### src/rtl/sha3_absorb_ctrl.sv
// sha3_absorb_ctrl: sequences SHA3 absorb, indexing 16-bit stream words into rate blocks,
// appending pad10*1 padding and handshaking each full block with the permutation.
module sha3_absorb_ctrl #(
    parameter int          RATE_WORDS = 68,
    parameter logic [7:0]  PAD_BYTE   = 8'h06,
    localparam int         IW         = $clog2(RATE_WORDS)
) (
    input  logic          ACLK,
    input  logic          ARESET,
    input  logic          S_TVALID,
    output logic          S_TREADY,
    input  logic [15:0]   S_TDATA,
    input  logic          S_TLAST,
    input  logic [1:0]    S_TUSER,
    output logic          M_VALID,
    output logic [15:0]   M_DATA,
    output logic [IW-1:0] M_INDEX,
    output logic          M_BLOCK_LAST,
    output logic          PERM_START,
    input  logic          PERM_DONE,
    output logic          MSG_DONE,
    output logic          BUSY
);
    typedef enum logic [1:0] {ABSORB, PAD, WAIT_PERM} state_t;

    state_t        state_q, state_d;
    logic [IW-1:0] cnt_q, cnt_d;
    logic          pend_pad_q, pend_pad_d;
    logic          msg_end_q, msg_end_d;
    logic          m_valid_q, m_valid_d;
    logic [15:0]   m_data_q, m_data_d;
    logic [IW-1:0] m_index_q, m_index_d;
    logic          m_block_last_q, m_block_last_d;
    logic          perm_start_q, perm_start_d;
    logic          msg_done_q, msg_done_d;
    logic          busy_q, busy_d;
    logic          hs, emit, at_end, padded;
    logic [15:0]   word;

    assign S_TREADY = (state_q == ABSORB) && !ARESET;
    assign hs       = S_TVALID && S_TREADY;
    assign emit     = hs || (state_q == PAD);
    assign at_end   = cnt_q == IW'(RATE_WORDS - 1);

    always_ff @(posedge ACLK) begin
        if (ARESET) begin
            state_q        <= ABSORB;
            cnt_q          <= '0;
            pend_pad_q     <= 1'b0;
            msg_end_q      <= 1'b0;
            m_valid_q      <= 1'b0;
            m_data_q       <= '0;
            m_index_q      <= '0;
            m_block_last_q <= 1'b0;
            perm_start_q   <= 1'b0;
            msg_done_q     <= 1'b0;
            busy_q         <= 1'b0;
        end else begin
            state_q        <= state_d;
            cnt_q          <= cnt_d;
            pend_pad_q     <= pend_pad_d;
            msg_end_q      <= msg_end_d;
            m_valid_q      <= m_valid_d;
            m_data_q       <= m_data_d;
            m_index_q      <= m_index_d;
            m_block_last_q <= m_block_last_d;
            perm_start_q   <= perm_start_d;
            msg_done_q     <= msg_done_d;
            busy_q         <= busy_d;
        end
    end

    // A full final word still owes the first pad byte, carried in pend_pad to the next PAD word.
    always_comb begin
        state_d    = state_q;
        cnt_d      = emit ? (at_end ? '0 : cnt_q + 1'b1) : cnt_q;
        pend_pad_d = pend_pad_q;
        msg_end_d  = msg_end_q;
        case (state_q)
            ABSORB: begin
                if (hs && S_TLAST && S_TUSER[1])
                    pend_pad_d = 1'b1;
                if (hs && at_end) begin
                    state_d   = WAIT_PERM;
                    msg_end_d = padded;
                end else if (hs && S_TLAST)
                    state_d = PAD;
            end
            PAD: begin
                pend_pad_d = 1'b0;
                if (at_end) begin
                    state_d   = WAIT_PERM;
                    msg_end_d = 1'b1;
                end
            end
            WAIT_PERM: begin
                if (PERM_DONE) begin
                    state_d   = pend_pad_q ? PAD : ABSORB;
                    msg_end_d = pend_pad_q && msg_end_q;
                end
            end
            default: state_d = ABSORB;
        endcase
    end

    always_comb begin
        padded = (state_q == PAD) || (S_TLAST && !S_TUSER[1]);
        word   = (state_q == PAD) ? (pend_pad_q ? {8'h00, PAD_BYTE} : 16'h0000)
               : !S_TLAST || S_TUSER[1] ? S_TDATA
               : S_TUSER[0] ? {PAD_BYTE, S_TDATA[7:0]}
               : {8'h00, PAD_BYTE};
        if (padded && at_end)
            word[15] = 1'b1;
        m_valid_d      = emit;
        m_data_d       = emit ? word : 16'h0000;
        m_index_d      = emit ? cnt_q : '0;
        m_block_last_d = emit && at_end;
        perm_start_d   = emit && at_end;
        msg_done_d     = emit && at_end && padded;
        busy_d         = !(state_d == ABSORB && cnt_d == '0);
    end

    assign M_VALID      = m_valid_q;
    assign M_DATA       = m_data_q;
    assign M_INDEX      = m_index_q;
    assign M_BLOCK_LAST = m_block_last_q;
    assign PERM_START   = perm_start_q;
    assign MSG_DONE     = msg_done_q;
    assign BUSY         = busy_q;
endmodule

### config.mk
export PLATFORM = sky130hd
export DESIGN_NAME = sha3_absorb_ctrl
export DESIGN_NICKNAME = d
export VERILOG_FILES = /design/src/rtl/sha3_absorb_ctrl.sv
export SDC_FILE = /design/constraint.sdc
export NUM_CORES = 1
export LEC_CHECK = 0
export BUFFER_PORTS_ARGS = -buffer_cell sky130_fd_sc_hd__buf_2
export CELL_PAD_IN_SITES_DETAIL_PLACEMENT = 1
export CELL_PAD_IN_SITES_GLOBAL_PLACEMENT = 1
export CORE_MARGIN = 2
export CORE_UTILIZATION = 35
export CTS_CLUSTER_SIZE = 20
export DETAILED_ROUTE_END_ITERATION = 6
export HOLD_SLACK_MARGIN = 0.15
export PLACE_DENSITY_LB_ADDON = 0.1
export SLEW_MARGIN = 20
export SYNTH_ARGS = -nofsm -noshare
export SYNTH_HDL_FRONTEND = slang
export SYNTH_SLANG_ARGS = --single-unit
### constraint.sdc
create_clock -name ACLK -period 1.77 [get_ports ACLK]
set_input_delay 0.354 -clock ACLK [delete_from_list [all_inputs] [get_ports ACLK]]
set_output_delay 0.354 -clock ACLK [all_outputs]
set_load 0.1 [all_outputs]
Word level (Yosys, flattened, before mapping)
Index checks and enable logic that the tools add are counted.

Add/subtract/negate cells: 1. $mul: 0. Div/mod/pow operators: 0. $lt $le $gt $ge: 0. Equality and inequality tests: 4. Shift operators: 0. Mux-type cells: 15. Bitwise gates (word level): 1. Reductions and logical operators: 23.

Operator list (number): two-way mux 16 bit (2); two-way mux 7 bit (2); two-way mux 11 bit (1); logical AND 1 bit (10); two-way mux 2 bit (4); adder 7 x 1 -> 7 bit, second input constant (1); == test 7 bit, second input constant (1); logical NOT 7 bit (1); one-hot mux 2 bit (3 select lines) (1); logical NOT 1 bit (4); logical NOT 2 bit (2); logical OR 1 bit (3); two-way mux 1 bit (3); two-way mux 3 bit (1); == test 2 x 1 -> 1 bit, second input constant (1); == test 2 bit, second input constant (1); != test 2 x 1 -> 1 bit, second input constant (1); one-hot mux 1 bit (2 select lines) (1); AND reduction 2 bit (1); nonzero test 2 bit (1); OR reduction 2 bit (1); NOT 1 bit (1).

Register bits after elaboration: 37. Latch bits: 0. Bits in writable memories: 0. Bits in read-only memories: 0. Input bits: 23. Output and inout bits: 29. Word-level logic and storage cells: 53. Memories kept: 0.

Longest topological paths before layout
Gate-level depths: netlist (run 1).

Depth in word-level cells: 10. Depth in mapped cells: 6. Mapped depth without buffers: 6.

Least setup slack after synthesis (run 1)
Ideal clock, no wire load.

Path kind: register -> register. Start point: register state_q[0]. End point: register busy_q (netlist: BUSY). Library setup time: 142 ps. Arrival: 2496 ps. Data required time: 1628 ps. Slack: -868 ps. Stages on the path, launching flop included: 7. Buffers on the path: 1. Clock period less this slack: 2638 ps. Cells stage by stage: dfxtp_1 -> buf_6 -> nor3_2 -> nand2_1 -> nor3_1 -> a2bb2oi_1 -> a41oi_1.

Cells in the longest elaborated chain, start to end: 10. Elaborated cells between the ends (all ways): 18. Classes of those cells: eq/ne: 2; mux: 6; reduce/logical: 10.

RTL lines: start: declaration (RTL line 26) `state_t state_q, state_d;`; start signal: assignment (RTL line 59) `state_q <= state_d;`; logical NOT 2 bit (*) (RTL line 40) `assign S_TREADY = (state_q == ABSORB) && !ARESET;`; logical AND 1 bit (*) (RTL line 40); named net S_TREADY (RTL line 11) `output logic S_TREADY,`; logical AND 1 bit (*) (RTL line 41) `assign hs = S_TVALID && S_TREADY;`; logical AND 1 bit (RTL line 86) `end else if (hs && S_TLAST)`; two-way mux 2 bit (RTL line 86); two-way mux 2 bit (RTL line 83) `if (hs && at_end) begin`; one-hot mux 2 bit (3 select lines) (RTL line 79) `case (state_q)`; logical NOT 2 bit (RTL line 120) `busy_d = !(state_d == ABSORB && cnt_d == '0);`; logical AND 1 bit (*) (RTL line 120); logical NOT 1 bit (*) (RTL line 120); end signal: assignment (RTL line 69) `busy_q <= busy_d;`; end: declaration (RTL line 36) `logic busy_q, busy_d;`.

The timed path passes the listed nets; every way through them passes the cells marked *. A chain may end at the register's enable or synchronous reset.

Worst setup path after layout (run 1)
Start point: register cnt_q[1]. End point: register busy_q (netlist: BUSY).

Cells in the longest elaborated chain, start to end: 7. Elaborated cells between the ends (all ways): 12. Classes of those cells: add/sub: 1; eq/ne: 1; mux: 5; reduce/logical: 5.

RTL lines: start: declaration (RTL line 27) `logic [IW-1:0] cnt_q, cnt_d;`; start signal: assignment (RTL line 60) `cnt_q <= cnt_d;`; parallel branches: the longest is 5 deep, another holds adder 7 x 1 -> 7 bit; logical AND 1 bit (*) (RTL line 120); logical NOT 1 bit (*) (RTL line 120).

Every way passes the cells marked *.

==> impl_results.md, run 1 <==
- Status: complete, no violations
- Period utilization: 0.895
- Startpoint Class: flop
- Initial core utilization: 0.359
- CTS root buffer: clkbuf_8
- Nets@finish: ~240
- Largest family of logic cells by synthesized area: simple AND/OR/NAND/NOR gates
- Via count: 1244
- GR met1 Demand/Resource: 0.224
- Largest net degree at the start of global routing: 13
- Met2 GRT Util: 0.278
- First-pass GRT wire length: 5.88 mm
- Clock buffer depth: 2
- Worst relative slew slack: 0.672
- FP Rows: 23
- Antenna-violating nets left: 0
- Total CTS buffers: 5
- Total congestion overflow: 0
- DP HPWL: 2.78 mm
- Reg-to-Reg End: BUSY
- R2R Setup Slk: between 0.15 and 0.2 ns
- Crit path to: BUSY
- Critical R2R Launch: cnt_q[1]
- Synth Area in Compound Gates: 0.107
- CP endpoint kind: flop
- Setup violators final: 0
- Wire per inst: 13.5 um
- Min Tclk post-route: 1.58 ns
- Total GRT Usage: 0.172
- Pre-antenna DRT Iters: 4
- M3 GR Usage: 0.0378
- Register area share after synthesis: 0.519
- Max Cap Violations: 0
- Power per cell area: 970 mW/mm2
- Post CTS Setup Buffer Count: 0
- FILL cells: between 400 and 500
- GR peak layer: met2
- Worst Tran Pin Value: a little under 0.5 ns
- Number of vias per cell: between 4 and 5
- Yosys Warn Count: 0
- Share of layout cells above drive strength 1: 0.377
- Max-slew violations: 0
- # hold bufs at CTS: 0
- Layout Skew: between 0.004 and 0.005 ns
- Syn nets: about 180
- Simple-gate portion of the synthesized area: 0.292
- Proportion of synthesized area in mux cells: 0.00702
- Final worst slack: roughly 0.19 ns
- Core area: about 0.0040 mm2
- Syn-to-layout area delta: 32.7%
- Htree depth: 2
- Post-Syn Area: around 0.0014 mm2
- CTS tree: done
- Clock transition at path regs: 0.07 ns
- Worst-path fanout max: 6
- Die width: between 60 and 70 um
- Worst r2r path cells: 6
- Hold_ws: around 0.27 ns
- Pre-CTS WS: roughly 0.10 ns
- F_max: between 600 and 700 MHz
- Gates resized, CTS repair: 0
- Die Area: 0.00460 mm2
- Worst EP required: 1.92 ns
- Vias in the first global route: approximately 1.3k
- N_diodes: 0
- Port Buf Inserts: between 50 and 60
- Initial antenna violation count: 0
- Mapped Cells: between 150 and 200
- Detailed Route WL: between 3 and 4 mm
- Leak: around 0.88 nW
- Final Hold Viols: 0
- Post-Synth XOR/XNOR Area: 0.0246
- CTS Sinks: 37
- Post-synthesis register bit count: 37
- Hold Path Class: primary input to flop
- CP startpoint: cnt_q[1]
- I/O pin total: 52
- Clock latency on the worst-skew pair: between 0.2 and 0.3 ns
- GPL Wtd Cong: just over 0.8
- Cells after DPL: 257
- Non-Filler Instances: ~270
- Post-synthesis adder-cell area fraction: 0.00877
- # DRC: 0
- DRT iter0 DRCs: 27
- VDD IR-drop max: 0.366 mV
- Die Ht: 67.8 um
- Crit Path Class: flop to flop
- Post-Syn Area per Cell: 9.26 um2
- RSZ-0062 raised after global routing: no
- Synth cell types: 37
- WP data arrival: 1.74 ns
-- logic make-up (layout without fill, tap and decap cells) --
group,count (synthesis),in the layout
compound gates,23,23
xor+xnor,4,4
fa+ha+maj,1,1
buf+inv,9,70
flops,37,37
mux,1,1
simple gates,79,79
-- how the worst min path moves through the flow --
| stage | start | end | slack (ns) | cells after the start |
|---|---|---|---|---|
| finish | S_TDATA[7] | M_DATA[7] | 0.27 | 2 |
| detailed placement | pend_pad_q | pend_pad_q | 0.52 | 2 |
| global route | S_TDATA[6] | M_DATA[6] | 0.27 | 2 |
| floorplan | ARESET | pend_pad_q | 0.43 | 1 |
| global placement | cnt_q[1] | cnt_q[1] | 0.51 | 2 |
| CTS | S_TDATA[7] | M_DATA[7] | 0.26 | 2 |
-- cells in the final DEF, fill, tap and decap left out, types with 5 or more instances in the layout --
cell type,instances
clkbuf_8,7
buf_2,50
and3_1,5
dfxtp_1,35
nor2_1,23
a21oi_1,9
buf_4,9
nor3_1,8
and2_1,12
o21ai_0,5
nand2_1,12
-- routing by layer --
layer	vias up	share of wire	routed length (um)
met4	0	0.0084	30
met1	572	0.47	1680
met3	3	0.054	193
li1	636	-	-
met5	-	0	0
met2	33	0.47	1680
-- worst max-delay path, cell delays in order (launching register included) --
cell and delay, ns:
dfxtp_2 0.38, ha_1 0.17, and3_4 0.19, nand3_2 0.12, xnor2_1 0.15, o311ai_0 0.29, a41oi_1 0.15
-- power by group --
part / leakage [nW] / internal, mW / total (mW) / switching, mW
Clock: 0.0542 / 0.352 / 0.632 / 0.281
Combinational: 0.519 / 0.0813 / 0.332 / 0.250
Sequential: 0.302 / 0.860 / 0.872 / 0.0126
-- cells in the mapped netlist (all sizes together) --
cell type | count | area [um2]
and3 | 6 | 42.5
o21bai | 1 | 11.3
inv | 2 | 7.51
a41oi | 1 | 8.76
a2bb2oi | 1 | 8.76
a31oi | 1 | 6.26
nand2b | 4 | 25.0
ha | 1 | 12.5
xnor2 | 4 | 35.0
nand3 | 2 | 15.0
and4 | 1 | 8.76
nand2 | 13 | 48.8
o21ba | 1 | 10.0
clkbuf | 1 | 3.75
a21oi | 9 | 45.0
o311ai | 1 | 8.76
buf | 6 | 47.5
nand3b | 1 | 7.51
o32ai | 1 | 16.3
o21ai | 6 | 30.0
nand4 | 2 | 18.8
nor2 | 24 | 92.6
mux2i | 1 | 10.0
a21o | 1 | 7.51
nor2b | 4 | 27.5
nor3 | 10 | 55.1
dfxtp | 37 | 741
and2 | 12 | 75.1
-- registers in the layout, summed over array words and instances, names as in the netlist --
signal,count
BUSY,1
MSG_DONE,1
M_DATA,16
M_INDEX,7
M_VALID,1
PERM_START,1
cnt_q,7
pend_pad_q,1
state_q,2
-- final cells by class --
cell class,count,area [um2],area share
sequential,37,743,0.393
clock inverter,1,5.00,0.00264
tap,50,62.6,0.0330
inverter,2,7.51,0.00397
clock buffer,7,96.3,0.0509
timing repair buffer,60,338,0.178
multi-input combinational,108,641,0.338
-- stage by stage --
stage	total power [mW]	util	cell area [um2]	TNS (ns)
after floorplan	1.14	-	1440	-0.373
final	1.84	0.477	1890	0
after global placement	1.22	0.451	1790	0
after global routing	1.93	0.477	1890	0
after detailed placement	1.22	0.451	1790	0
after CTS	1.87	0.476	1890	0
(Power assumes the default switching activity.)
==> run 2: changes to the inputs <==
CORE_ASPECT_RATIO = 1.2   (was unset)
==> impl_results.md, run 2 (synthesis gave the netlist of run 1 again) <==
- GPL Wtd Cong: around 0.93
- Initial core utilization: 0.362
- Vias in the first global route: 1271
- Multi-input gate area: 641 um2
- Setup violators final: 0
- CTS tree: done
- Final worst slack: around 0.11 ns
- Die width: 62.3 um
- CTS Sinks: 37
- Post-layout util: 0.472
- Initial antenna violation count: 0
- Largest net degree at the start of global routing: 13
- Nets@finish: about 240
- Antenna-violating nets left: 0
- Detailed Route WL: between 3 and 4 mm
- Die Ht: between 70 and 80 um
- Max-slew violations: 0
- Sw frac: 0.314
- Period utilization: 0.938
- Hold Path End: M_DATA[4]
- Crit Path Class: flop to flop
- Storage cell area: roughly 740 um2
- Hold depth: 2
- Clock buffer depth: 2
- Worst relative slew slack: 0.669
- Cells after DPL: 258
- FILL cells: between 500 and 600
- Critical R2R Launch: cnt_q[1]
- RSZ-0062 raised after global routing: no
- WP data arrival: approximately 1.8 ns
- Min Tclk post-route: approximately 1.7 ns
- Power per cell area: around 950 mW/mm2
- FP Rows: 25
- Via count: ~1.3k
- Worst r2r path cells: 6
- I/O pin total: between 50 and 60
- Layout Skew: approximately 0.0063 ns
- Sw Pwr: approximately 0.55 mW
- Syn-to-layout area delta: 30.4%
- Total GRT Usage: 0.165
- Core area: approximately 0.0039 mm2
- Number of vias per cell: 4.74
- Combinational Power Share: 0.187
- Htree depth: 2
- Total congestion overflow: 0
- Clock transition at path regs: approximately 0.070 ns
- Max Cap Violations: 0
- Startpoint Class: flop
- Pre-antenna DRT Iters: 4
- Wire per inst: about 13 um
- Port Buf Inserts: 51
- Int Pwr: about 1.2 mW
- R2R Setup Slk: between 0.1 and 0.15 ns
- Clock share of power: 0.319
- Setup TNS Final: 0 ns
- Worst-path fanout max: 6
- # DRC: 0
- DRT iter0 DRCs: 50
- Clock latency on the worst-skew pair: 0.28 ns
- F_max: roughly 600 MHz
- Most common cell after layout, fill and taps aside: buf_2
- HP Start: S_TDATA[4]
- Worst EP required: 1.92 ns
- Reg power frac: 0.493
- Die Area: approximately 0.0046 mm2
- Non-Filler Instances: between 200 and 300
- VDD IR-drop max: around 0.4 mV
- Final Hold Viols: 0
- Share of layout cells above drive strength 1: 0.363
- N_diodes: 0
- Status: complete, no violations
- Max reg flops: 16
- CTS root buffer: clkbuf_8
- Total CTS buffers: 5
- First-pass GRT wire length: between 5 and 6 mm
- Leak: 0.850 nW
- Hold Path Class: primary input to flop
- Most frequent cells in the layout: buf_2 (50), dfxtp_1 (36), nor2_1 (23)
- Worst Tran Pin Value: 0.500 ns
- DP HPWL: 2.76 mm
- Pre-CTS WS: 0.0340 ns
- Post CTS Setup Buffer Count: 0
- Reg-to-Reg End: BUSY
- CP endpoint kind: flop
## run 2: what timing repair did
item                                    4_1_cts  5_1_grt
hold buffers                                  0        0
gates resized for setup                       0        1
endpoints found under the setup margin        0        1
## run 2: metal layers
metal | global-route usage | share of wire
met5 | 0 | 0
met4 | 0.0691 | 0.012
met3 | 0.0499 | 0.059
met2 | 0.289 | 0.49
met1 | 0.193 | 0.44
## run 2: worst max-delay path, stage by stage, from the launching register on
cell      delay [ns]
dfxtp_1         0.41
ha_1            0.21
and3_4          0.20
nand3_2         0.12
xnor2_1         0.16
o311ai_1        0.27
a41oi_1         0.16
## run 2: worst max-delay path by stage
| stage | from | to | slack, ns | cells after the start |
|---|---|---|---|---|
| after CTS | cnt_q[1] | BUSY | 0.03 | 6 |
| after detailed placement | cnt_q[1] | BUSY | 0.03 | 6 |
| after global placement | cnt_q[1] | BUSY | 0.18 | 6 |
| final | cnt_q[1] | BUSY | 0.11 | 6 |
| after floorplan | state_q[0] | BUSY | -0.14 | 6 |
| after global routing | cnt_q[1] | BUSY | 0.05 | 6 |
## run 2: through the flow
stage	hold slack (ns)	instance area, um2	power, mW
after floorplan	0.433	1440	1.14
after global placement	0.505	1770	1.22
after detailed placement	0.524	1770	1.22
after CTS	0.263	1860	1.79
after global routing	0.262	1860	1.85
final	0.268	1860	1.77
## run 2: power groups by stage
stage | clock, mW | sequential [mW] | combinational, mW
2_1_floorplan | 0 | 1.05 | 0.0877
3_3_place_gp | 0 | 0.890 | 0.331
3_5_place_dp | 0 | 0.890 | 0.334
4_1_cts | 0.583 | 0.871 | 0.334
5_1_grt | 0.627 | 0.874 | 0.353
6_report | 0.564 | 0.871 | 0.331
## run 2: cell type report
| class | count | share of cell area |
|---|---|---|
| clock buffers | 5 | 0.0370 |
| clock inverters | 3 | 0.00942 |
| flip-flops and latches | 37 | 0.399 |
| multi-input cells | 108 | 0.345 |
| well taps | 54 | 0.0363 |
| repair buffers | 57 | 0.170 |
| inverters | 2 | 0.00404 |
==> run 3: changes to the inputs <==
ABC_AREA = 1   (was unset)
CORE_UTILIZATION = 34   (was 35)
==> impl_results.md, run 3 <==
- Max-slew violations: 0
- Synth Flop Type: dfxtp_1
- I/O pin total: 52
- Max Cap Violations: 0
- Die Ht: between 70 and 80 um
- Core area: about 0.0039 mm2
- Final Hold Viols: 0
- Final worst slack: ~0.14 ns
- Leak: 0.935 nW
- Non-Filler Instances: between 200 and 300
- Setup violators final: 0
- First-pass GRT wire length: ~6.3 mm
- Combinational Power Share: 0.191
- Syn nets: ~200
- Largest net degree at the start of global routing: 14
- Layout Skew: slightly above 0.005 ns
- Max Used Layer: met4
- WP data arrival: roughly 1.8 ns
- VDD IR-drop max: ~0.34 mV
- Total CTS buffers: 5
- Total congestion overflow: 0
- Htree depth: 2
- Worst path most repeated cell: nor2_1
- Clock transition at path regs: 0.07 ns
- Post-synthesis register bit count: 37
- Yosys Warn Count: 0
- Detailed Route WL: 3.74 mm
- Simple-gate portion of the synthesized area: 0.327
- Post-synth top area cell: dfxtp_1
- Period utilization: 0.923
- Sw frac: 0.324
- Min Tclk post-route: around 1.6 ns
- Metal2 WL: roughly 2.0 mm
- CTS Sinks: 37
- Top cells by area, synth: dfxtp_1 (53%), nand2_1 (9.3%), nor2_1 (9.3%)
- Port Buf Inserts: between 50 and 60
- Synth Area in Compound Gates: 0.0543
- Post-Syn Area: approximately 0.0014 mm2
- Initial antenna violation count: 0
- Hold Path Class: primary input to flop
- Syn-to-layout area delta: 33.0%
- Initial core utilization: 0.357
- # hold bufs at CTS: 0
- Vias in the first global route: ~1.4k
- Startpoint Class: flop
- Post-synth EDFFs: 0
- Number of vias per cell: 4.62
- Status: complete, no violations
- GPL Wtd Cong: ~0.76
- Multi-input gate area: around 580 um2
- Yosys top cell area share: 0.527
- CTS root buffer: clkbuf_8
- F_max: 612 MHz
- Via count: 1350
- Die width: 62.7 um
- FP Rows: 25
- Most common cell after layout, fill and taps aside: buf_2
- Mapped Cells: 178
- RSZ-0062 raised after global routing: no
- Setup TNS Final: 0 ns
- Most numerous cell in the Yosys netlist: dfxtp_1
- Top post-synthesis cells by count: dfxtp_1 (37), nand2_1 (35), nor2_1 (35)
- CP top delay family: simple AND/OR/NAND/NOR gates
- Crit Path Class: flop to flop
- Worst path bufs/invs: 2
- Post-synthesis adder-cell area fraction: 0.00890
- Gates resized, CTS repair: 1
- DP HPWL: about 2.9 mm
- CP cell instances: inv_1, nand2_2, nand2_4, inv_1, nor2_1, nor2_1, nand2_1, nor2_1, a21oi_1
- Proportion of synthesized area in mux cells: 0
- Post-Syn Area per Cell: about 7.9 um2
- Max reg flops: 16
- Pre-antenna DRT Iters: 4
- N_diodes: 0
- Sw Pwr: around 0.58 mW
- DRT iter0 DRCs: between 40 and 50
- Power per cell area: 957 mW/mm2
- CP endpoint kind: flop
- Worst Tran Pin Value: 0.491 ns
- Slowest stage delay, CP: approximately 0.45 ns
- Met3 WL: between 200 and 250 um
- Post CTS Setup Buffer Count: 0
- Clock share of power: 0.321
- Worst relative slew slack: 0.675
- Largest family of logic cells by synthesized area: simple AND/OR/NAND/NOR gates
- Worst EP required: just under 2 ns
- Total GRT Usage: 0.174
- Clock buffer depth: 2
- Antenna-violating nets left: 0
- Worst-path fanout max: 13
- Cells after DPL: between 200 and 300
- Nets@finish: ~260
- Post-Synth XOR/XNOR Area: 0
- Register area share after synthesis: 0.527
- Wire per inst: approximately 13 um
- Asr flop ratio synth: 0
- Slowest-stage cell, CP: dfxtp_1
- Share of layout cells above drive strength 1: 0.332
- Most frequent cells in the layout: buf_2 (50), dfxtp_1 (36), nor2_1 (35)
- Die Area: between 0.004 and 0.005 mm2
- Synth cell types: 23
- Pre-CTS WS: -0.0179 ns
- Int Pwr: between 1 and 1.5 mW
- FILL cells: about 540
- Wire length on met1: ~1.5 mm
- Clock latency on the worst-skew pair: between 0.2 and 0.3 ns
- Reg power frac: 0.487
- Storage cell area: between 700 and 800 um2
- # DRC: 0
- CTS tree: done
run 3: changes by cell type in the layout (fill, tap and decap cells not counted), moves of 3 or more:
cell / delta
and2_1: -12
and3_1: -5
inv_1: +21
nand2_1: +22
nand2b_1: -4
nand3_1: +5
nand3_2: +3
nor2_1: +12
nor2b_1: -3
nor3_1: -6
nor3b_1: +6
xnor2_1: -4
run 3: layer usage:
metal  vias to the layer above  track usage
met3                         8       0.0575
met4                         0       0.0889
met5                         -            0
li1                        671            -
met2                        38        0.326
met1                       633        0.176
run 3: final timing paths:
path,from,endpoint,slack [ns],cells after the start
worst max register to register,state_q[1],BUSY,0.14,9
worst min-delay path,S_TDATA[13],M_DATA[13],0.27,3
worst min register to register,cnt_q[6],M_INDEX[6],0.51,2
worst max-delay path,state_q[1],BUSY,0.14,9
run 3: power groups by stage:
stage | logic, mW | registers (mW) | clock network [mW]
6_report | 0.343 | 0.873 | 0.576
5_1_grt | 0.364 | 0.876 | 0.629
4_1_cts | 0.344 | 0.872 | 0.595
3_5_place_dp | 0.340 | 0.891 | 0
3_3_place_gp | 0.335 | 0.890 | 0
2_1_floorplan | 0.101 | 1.05 | 0
run 3: layout make-up:
cell class,count,share of cell area
Clock inverter,3,0.00936
Multi-Input combinational cell,113,0.308
Tap cell,54,0.0361
Inverter,24,0.0482
Timing Repair Buffer,56,0.165
Sequential cell,37,0.397
Clock buffer,5,0.0368
run 3: through the flow:
step / util / hold WS (ns) / total power, mW / area [um2]
2_1_floorplan: - / 0.423 / 1.15 / 1420
3_3_place_gp: 0.448 / 0.473 / 1.22 / 1770
3_5_place_dp: 0.448 / 0.484 / 1.23 / 1770
4_1_cts: 0.471 / 0.260 / 1.81 / 1860
5_1_grt: 0.475 / 0.267 / 1.87 / 1870
6_report: 0.475 / 0.270 / 1.79 / 1870
run 3: logic make-up after synthesis:
kind of cell    count (synthesis)
simple gates                   98
flops                          37
buf+inv                        28
compound gates                 14
fa+ha+maj                       1
run 3: worst min-delay path, stage by stage:
cell,delay (ns)
buf_2,0.09
inv_1,0.04
nor2_1,0.03
